===== config.mk =====
export PLATFORM = sky130hd
export DESIGN_NAME = serial_subtractor
export DESIGN_NICKNAME = d
export VERILOG_FILES = /design/src/rtl/arith_pkg.sv /design/src/rtl/full_subtractor.sv /design/src/rtl/serial_subtractor.sv
export SDC_FILE = /design/constraint.sdc
export NUM_CORES = 1
export LEC_CHECK = 0
export ABC_AREA = 1
export BUFFER_PORTS_ARGS = -buffer_cell sky130_fd_sc_hd__buf_2
export CAP_MARGIN = 10
export CELL_PAD_IN_SITES_DETAIL_PLACEMENT = 1
export CELL_PAD_IN_SITES_GLOBAL_PLACEMENT = 1
export CORE_UTILIZATION = 36
export DETAILED_ROUTE_END_ITERATION = 12
export PLACE_DENSITY_LB_ADDON = 0.08
export SLEW_MARGIN = 30
export SYNTH_ARGS = -nofsm -noshare
export SYNTH_HDL_FRONTEND = slang
export SYNTH_SLANG_ARGS = --single-unit

===== constraint.sdc =====
create_clock -name clk -period 1.2 [get_ports clk]
set_input_delay 0 -clock clk [delete_from_list [all_inputs] [get_ports clk]]
set_output_delay 0 -clock clk [all_outputs]
set_load 0.01 [all_outputs]

===== src/rtl/arith_pkg.sv =====
// Shared constants for the arithmetic lab blocks: FSM state encodings for
// the serial datapaths and the default operand width.
package arith_pkg;

    localparam int DEFAULT_WIDTH = 8;

    localparam logic [1:0] ST_IDLE = 2'd0;
    localparam logic [1:0] ST_RUN  = 2'd1;
    localparam logic [1:0] ST_DONE = 2'd2;

endpackage


===== src/rtl/full_subtractor.sv =====
// One-bit full subtractor: d = a - b - bin, with bout set when the bit
// position has to borrow from the next higher position.
module full_subtractor (
    input  logic a,
    input  logic b,
    input  logic bin,
    output logic d,
    output logic bout
);

    assign d    = a ^ b ^ bin;
    assign bout = (~a & b) | (~(a ^ b) & bin);

endmodule


===== src/rtl/serial_subtractor.sv =====
// Bit-serial subtractor computing diff = a - b over WIDTH bits, one bit per
// clock, LSB first, with a registered borrow between bit positions. A
// start/busy/done handshake lets a controller chain operations back to back:
// a new start may be accepted in the DONE cycle without passing through IDLE.
module serial_subtractor
    import arith_pkg::*;
#(
    parameter int WIDTH = DEFAULT_WIDTH
) (
    input  logic             clk,
    input  logic             reset,
    input  logic             start,
    input  logic [WIDTH-1:0] a,
    input  logic [WIDTH-1:0] b,
    output logic [WIDTH-1:0] diff,
    output logic             borrow_out,
    output logic             busy,
    output logic             done
);

    localparam int CW = (WIDTH > 1) ? $clog2(WIDTH) : 1;
    localparam logic [CW-1:0] LAST_BIT = CW'(WIDTH - 1);

    logic [1:0]       state;
    logic [WIDTH-1:0] sh_a;
    logic [WIDTH-1:0] sh_b;
    logic [WIDTH-1:0] diff_q;
    logic             borrow;
    logic             borrow_out_q;
    logic [CW-1:0]    count;

    logic             bit_d;
    logic             bit_borrow;

    // The single bit slice works on the current LSBs of the operand shifters.
    full_subtractor u_bit_slice (
        .a    (sh_a[0]),
        .b    (sh_b[0]),
        .bin  (borrow),
        .d    (bit_d),
        .bout (bit_borrow)
    );

    // Sequencer and datapath: capture operands on an accepted start, then
    // retire one result bit per clock into the top of the diff shifter.
    always_ff @(posedge clk or posedge reset) begin
        if (reset) begin
            state        <= ST_IDLE;
            sh_a         <= '0;
            sh_b         <= '0;
            diff_q       <= '0;
            borrow       <= 1'b0;
            borrow_out_q <= 1'b0;
            count        <= '0;
        end else begin
            case (state)
                ST_IDLE, ST_DONE: begin
                    if (start) begin
                        sh_a         <= a;
                        sh_b         <= b;
                        diff_q       <= '0;
                        borrow       <= 1'b0;
                        borrow_out_q <= 1'b0;
                        count        <= '0;
                        state        <= ST_RUN;
                    end else begin
                        state <= ST_IDLE;
                    end
                end
                ST_RUN: begin
                    diff_q <= {bit_d, diff_q[WIDTH-1:1]};
                    sh_a   <= {1'b0, sh_a[WIDTH-1:1]};
                    sh_b   <= {1'b0, sh_b[WIDTH-1:1]};
                    borrow <= bit_borrow;
                    count  <= count + 1'b1;
                    if (count == LAST_BIT) begin
                        borrow_out_q <= bit_borrow;
                        state        <= ST_DONE;
                    end
                end
                default: begin
                    state <= ST_IDLE;
                end
            endcase
        end
    end

    assign diff       = diff_q;
    assign borrow_out = borrow_out_q;
    assign busy       = (state == ST_RUN);
    assign done       = (state == ST_DONE);

endmodule


==> results of run 1 <==
power groups by stage:
stage	registers (W)	clock network, W	logic, W
final	0.00187	0.000908	0.00274
after global routing	0.00193	0.000976	0.00315
after CTS	0.00187	0.000922	0.00277
after detailed placement	0.00187	0	0.00264
after global placement	0.00184	0	0.00248
after floorplan	0.00185	0	0.00195
repair_timing:
action,4_1_cts,5_1_grt
resized for setup,5,2
setup endpoints to repair,3,18
buffers inserted,3,1
hold buffers,3,0
pin swaps,3,0
hold endpoints to repair,33,0
cloned,0,0
registers in the layout, summed over array words and instances (netlist names):
signal,count
sh_a,8
diff,8
state,2
sh_b,8
count,3
borrow,1
borrow_out,1
per-stage QoR:
| stage | utilization | TNS, ns | power [W] | cells | worst slack (ns) |
|---|---|---|---|---|---|
| 5_1_grt | 0.481 | -0.324 | 0.00605 | 293 | -0.0502 |
| 3_5_place_dp | 0.438 | -0.0423 | 0.00451 | 278 | -0.0423 |
| 2_1_floorplan | - | 0 | 0.00380 | 199 | 0.0127 |
| 3_3_place_gp | 0.438 | -0.00426 | 0.00432 | 278 | -0.00426 |
| 6_report | 0.481 | -0.00650 | 0.00552 | 293 | -0.00650 |
| 4_1_cts | 0.478 | -0.0175 | 0.00556 | 292 | -0.0175 |
final timing paths:
| kind | start | to | cells past startpoint |
|---|---|---|---|
| max in group asynchronous | reset | state[0] | 4 |
| hold / removal | a[4] | sh_a[4] | 5 |
| min in group asynchronous | reset | state[1] | 4 |
| setup / recovery | sh_b[0] | diff[7] | 3 |
| hold reg to reg | sh_a[5] | sh_a[5] | 2 |
| setup reg to reg | sh_b[0] | diff[7] | 3 |
layout make-up:
class | count | area [sq um]
Clock buffer | 8 | 100
Fill cell | 527 | 2140
Inverter | 37 | 151
Multi-Input combinational cell | 123 | 614
Sequential cell | 31 | 777
Tap cell | 50 | 62.6
Timing Repair Buffer | 44 | 273
metal layers:
| metal | GRT usage | vias up | routed length (um) |
|---|---|---|---|
| met1 | 0.212 | 644 | 1760 |
| met2 | 0.339 | 20 | 1930 |
| met3 | 0.0444 | 6 | 90 |
| met5 | 0 | - | 0 |
| li1 | - | 677 | - |
| met4 | 0.0703 | 0 | 57 |
cells in the final DEF (no fill, tap or decap), types with 2 or more instances in the layout:
cell type	count
nand2_1	67
inv_1	33
nand3_1	30
dfrtp_1	30
buf_2	29
nand2_2	11
buf_4	10
clkbuf_8	7
nor2_1	4
o21ai_0	3
dlygate4sd3_1	3
inv_4	2
nand2_8	2
ha_1	2
buf_6	2
cells by family after synthesis:
kind of cell,synth area share
flip-flops,0.486
AO/OA/AOI/OAI,0.0149
adder cells (fa/ha/maj),0.0282
buffers and inverters,0.132
AND/OR/NAND/NOR,0.339
worst register-to-register path, delay by kind of cell (launching register included):
| kind | cells | cell delay [ns] |
|---|---|---|
| adders and majority gates | 1 | 0.47 |
| DFF | 1 | 0.40 |
| and+or+nand+nor | 2 | 0.28 |
==> impl_metrics.tcl, run 1 <==
set metrics [dict create \
    async_flop_share 1.00 \
    rsz0062_at_grt "yes" \
    wl_per_cell_um 13.1 \
    max-vdd-ir-drop_uv 989 \
    syn-mean-instance-area_sq_um 8.02 \
    cts_inserted_buffers 5 \
    p_int_w 0.00319 \
    cts_buffer_depth 2 \
    start_util 0.388 \
    coreArea_sq_um 4120 \
    vias 1347 \
    finalClockSkew_ns 0.00974 \
    path_clk_slew_ns 0.07 \
    hold_path_class "in2reg" \
    r2r_slack_ns -0.006 \
    ys_seq_area_frac 0.486 \
    place_hpwl_um 2690 \
    synth_edf_count 0 \
    final_area_sq_um 1980 \
    grt_max_degree 32 \
    grtUsageTotal 0.188 \
    critical_path.max_stage_delay_ns 0.47 \
    path_cells "fa_1 -> or2_4 -> nand2_2" \
    p_seq_frac 0.339 \
    slowest_stage "fa_1" \
    setup_viol 1 \
    p_sw_w 0.00233 \
    die_h_um 68.6 \
    yosysWarnings 0 \
    synthCells 199 \
    dieArea_sq_um 4710 \
    post-synth-top-count-cell "nand2_1" \
    diodes 0 \
    synth_top_flop_cell "dfrtp_1" \
    drv_cap 0 \
    hold_viol_final 0 \
    crit_arrival_ns 1.44 \
    path_max_fanout 2 \
    comb_power_share 0.497 \
    worst_pin_slew_ns 0.406 \
    worstSetupPathType "reg2reg" \
    p_leak_nw 1.16 \
    syn_area_sq_um 1600 \
    drc 0 \
    first_pass_iters 4 \
    holdWs_ns 0.0199 \
    rows 23 \
    relSlewSlack 0.729 \
    grt_pass1_wl_um 6280 \
    drt_iter0_markers 59 \
    finalCriticalPeriod_ns 1.21 \
    ys_top_cells_by_area "dfrtp_1, nand2_1, nand3_1" \
    drt-vias-per-instance 4.60 \
    antenna_found_initial 0 \
    io_pins 30 \
    nets 264 \
    crit_buf_inv 0 \
    clkLatencyLatePin_ns 0.28 \
    final.setup.worst_slack_ns -0.00650 \
    cts_root_buf "clkbuf_8" \
    status "finished with violations" \
    placed_area_sq_um 1800 \
    htree_levels 2 \
    routed_wl_um 3830 \
    yosysUniqueCellTypes 20 \
    cts_tree "yes" \
    layout-drive-gt1-share 0.284 \
    gp_congestion 0.712 \
    numPortBuffers 29 \
    syn-num-nets 221 \
    critPathCaptureType "flop" \
    yosysTopAreaCellShare 0.486 \
    critPathLaunchType "flop" \
    cellPowerDensity_nw_per_um2 2790 \
    failed_checks "negative setup slack" \
    cts_sinks 31 \
    grt_pass1_vias 1377 \
    cp.required_ns 1.43 \
    fp.dieW_um 68.6 \
    fin_crit_sh 1.01 \
    crit_family "adder cells" \
    swShare 0.423 \
    slew_violations 0 \
    syn2layout_area_growth_pct 23.9 \
    ant_nets 0 \
    yosys-top-cells-count "nand2_1, inv_1, dfrtp_1" \
    synth_top_cell_by_area "dfrtp_1" \
    synth_seq_cells 31 \
    max_freq_ghz 0.829 \
    p_clk_frac 0.164 \
    gr-total-overflow 0 \
]
(Power assumes the default switching activity.)
==> run 2: changes to the inputs <==
--- a/config.mk
+++ b/config.mk
@@ -13,6 +13,7 @@
 export CORE_UTILIZATION = 36
 export DETAILED_ROUTE_END_ITERATION = 12
 export PLACE_DENSITY_LB_ADDON = 0.08
+export SKIP_LAST_GASP = 1
 export SLEW_MARGIN = 30
 export SYNTH_ARGS = -nofsm -noshare
 export SYNTH_HDL_FRONTEND = slang
==> constraint.sdc (replaced) <==
create_clock -name clk -period 1.2 [get_ports clk]
set_input_delay 0.18 -clock clk [delete_from_list [all_inputs] [get_ports clk]]
set_output_delay 0.18 -clock clk [all_outputs]
set_load 0.01 [all_outputs]
==> impl_metrics.tcl, run 2 (synthesized netlist as in run 1, its figures left out) <==
set metrics [dict create \
    layout_common_cells "nand2_1, inv_1, dfrtp_1, nand3_1, buf_2" \
    rows 23 \
    ant_nets 0 \
    start_util 0.388 \
    numPortBuffers 29 \
    place_hpwl_um 2630 \
    coreArea_sq_um 4120 \
    die_h_um 68.6 \
    failed_checks "negative setup slack" \
    cp.required_ns 1.02 \
    fin_crit_sh 1.03 \
    grt_max_degree 32 \
    status "finished with violations" \
    final.setup.worst_slack_ns -0.0346 \
    worstSetupPathType "reg2out" \
    drc 0 \
    gp_congestion 0.759 \
    dpl.cell_count 282 \
    drt_iter0_markers 36 \
    cts_buffer_depth 2 \
    grtUsageTotal 0.194 \
    worst_pin_slew_ns 0.415 \
    holdPathStages 3 \
    io_pins 30 \
    fp.dieW_um 68.6 \
    hold_viol_final 0 \
    dieArea_sq_um 4710 \
    max-vdd-ir-drop_uv 841 \
    layout_commonest_cell "nand2_1" \
    vias 1364 \
    p_leak_nw 1.17 \
    syn2layout_area_growth_pct 26.3 \
    wl_per_cell_um 13.1 \
    cts_tree "yes" \
    path_clk_slew_ns 0.06 \
    clkLatencyLatePin_ns 0.27 \
    htree_levels 2 \
    rsz0062_at_grt "yes" \
    gr-total-overflow 0 \
    hold_path_class "in2reg" \
    diodes 0 \
    multi_input_area_sq_um 638 \
    relSlewSlack 0.723 \
    critPathCaptureType "primary output" \
    finalCriticalPeriod_ns 1.23 \
    critPathLaunchType "flop" \
    slew_violations 0 \
    cellPowerDensity_nw_per_um2 2780 \
    grt_pass1_vias 1403 \
    crit_arrival_ns 1.05 \
    layout-drive-gt1-share 0.322 \
    cts_sinks 31 \
    fillers 532 \
    cts_inserted_buffers 5 \
    path_max_fanout 3 \
    drv_cap 0 \
    finalClockSkew_ns 0.00193 \
    antenna_found_initial 0 \
    nets 268 \
    max_freq_ghz 0.810 \
    grt_pass1_wl_um 6500 \
    rr_worst_depth 6 \
    drt-vias-per-instance 4.62 \
    fin_cells 295 \
    setup_viol 8 \
    cts_root_buf "clkbuf_8" \
    routed_wl_um 3880 \
    pre_cts_ws_ns -0.0318 \
    first_pass_iters 4 \
    seqCellArea_sq_um 777 \
]
==> run 2: cell types whose count changed in the layout (fill, tap and decap cells not counted), sizes merged <==
| cell | previous run | this run |
|---|---|---|
| buf | 41 | 47 |
| clkbuf | 8 | 6 |
| dlygate4sd3 | 3 | 1 |
==> run 2: path summary, 6_finish.rpt <==
| check | from | to | slack (ns) |
|---|---|---|---|
| worst max-delay path | state[0] | done | -0.03 |
| worst min-delay path | b[7] | sh_b[7] | 0.13 |
| worst max register to register | state[0] | sh_b[4] | -0.02 |
| worst min register to register | sh_a[6] | sh_a[6] | 0.48 |
| max in group asynchronous | reset | state[0] | 0.34 |
| min in group asynchronous | reset | sh_b[2] | 0.54 |
==> run 2: layout make-up <==
type | count | area share
clock buffers | 6 | 0.0360
inverters | 37 | 0.0782
multi-input cells | 123 | 0.316
flip-flops and latches | 31 | 0.385
well taps | 50 | 0.0310
repair buffers | 48 | 0.153
==> run 2: metrics by stage <==
| step | TNS (ns) | total power, W | hold slack (ns) | cell area [sq um] | utilization |
|---|---|---|---|---|---|
| after CTS | -0.424 | 0.00547 | 0.119 | 1970 | 0.478 |
| after global placement | -0.00559 | 0.00441 | 0.278 | 1830 | 0.445 |
| after floorplan | 0 | 0.00380 | 0.284 | 1600 | - |
| after detailed placement | -0.0318 | 0.00455 | 0.297 | 1830 | 0.445 |
| after global routing | -0.863 | 0.00619 | 0.145 | 2020 | 0.490 |
| final | -0.119 | 0.00560 | 0.128 | 2020 | 0.490 |
==> run 2: where the power goes <==
group          switching [W]  leakage (nW)  total (W)  internal [W]
Combinational        0.00172         0.749    0.00299       0.00128
Clock               0.000350        0.0371   0.000735      0.000386
Sequential          0.000329         0.384    0.00187       0.00154
==> run 2: critical path, cell delays in order (launching register included) <==
cell and delay (ns):
dfrtp_2 0.45, buf_6 0.14, nor2_2 0.06, buf_2 0.13
==> run 2: per-layer routing <==
| layer | up-vias | GRT usage | part of all wire |
|---|---|---|---|
| met5 | - | 0 | 0 |
| met2 | 29 | 0.335 | 0.50 |
| met3 | 4 | 0.0559 | 0.035 |
| li1 | 685 | - | - |
| met1 | 646 | 0.232 | 0.45 |
| met4 | 0 | 0.0547 | 0.0085 |
==> run 2: repair_timing <==
| item | CTS | global route |
|---|---|---|
| gates resized for setup | 6 | 15 |
| hold endpoints to repair | 15 | 0 |
| setup buffers | 5 | 1 |
| pin swaps | 4 | 2 |
| endpoints found under the setup margin | 3 | 30 |
| hold buffers | 1 | 0 |
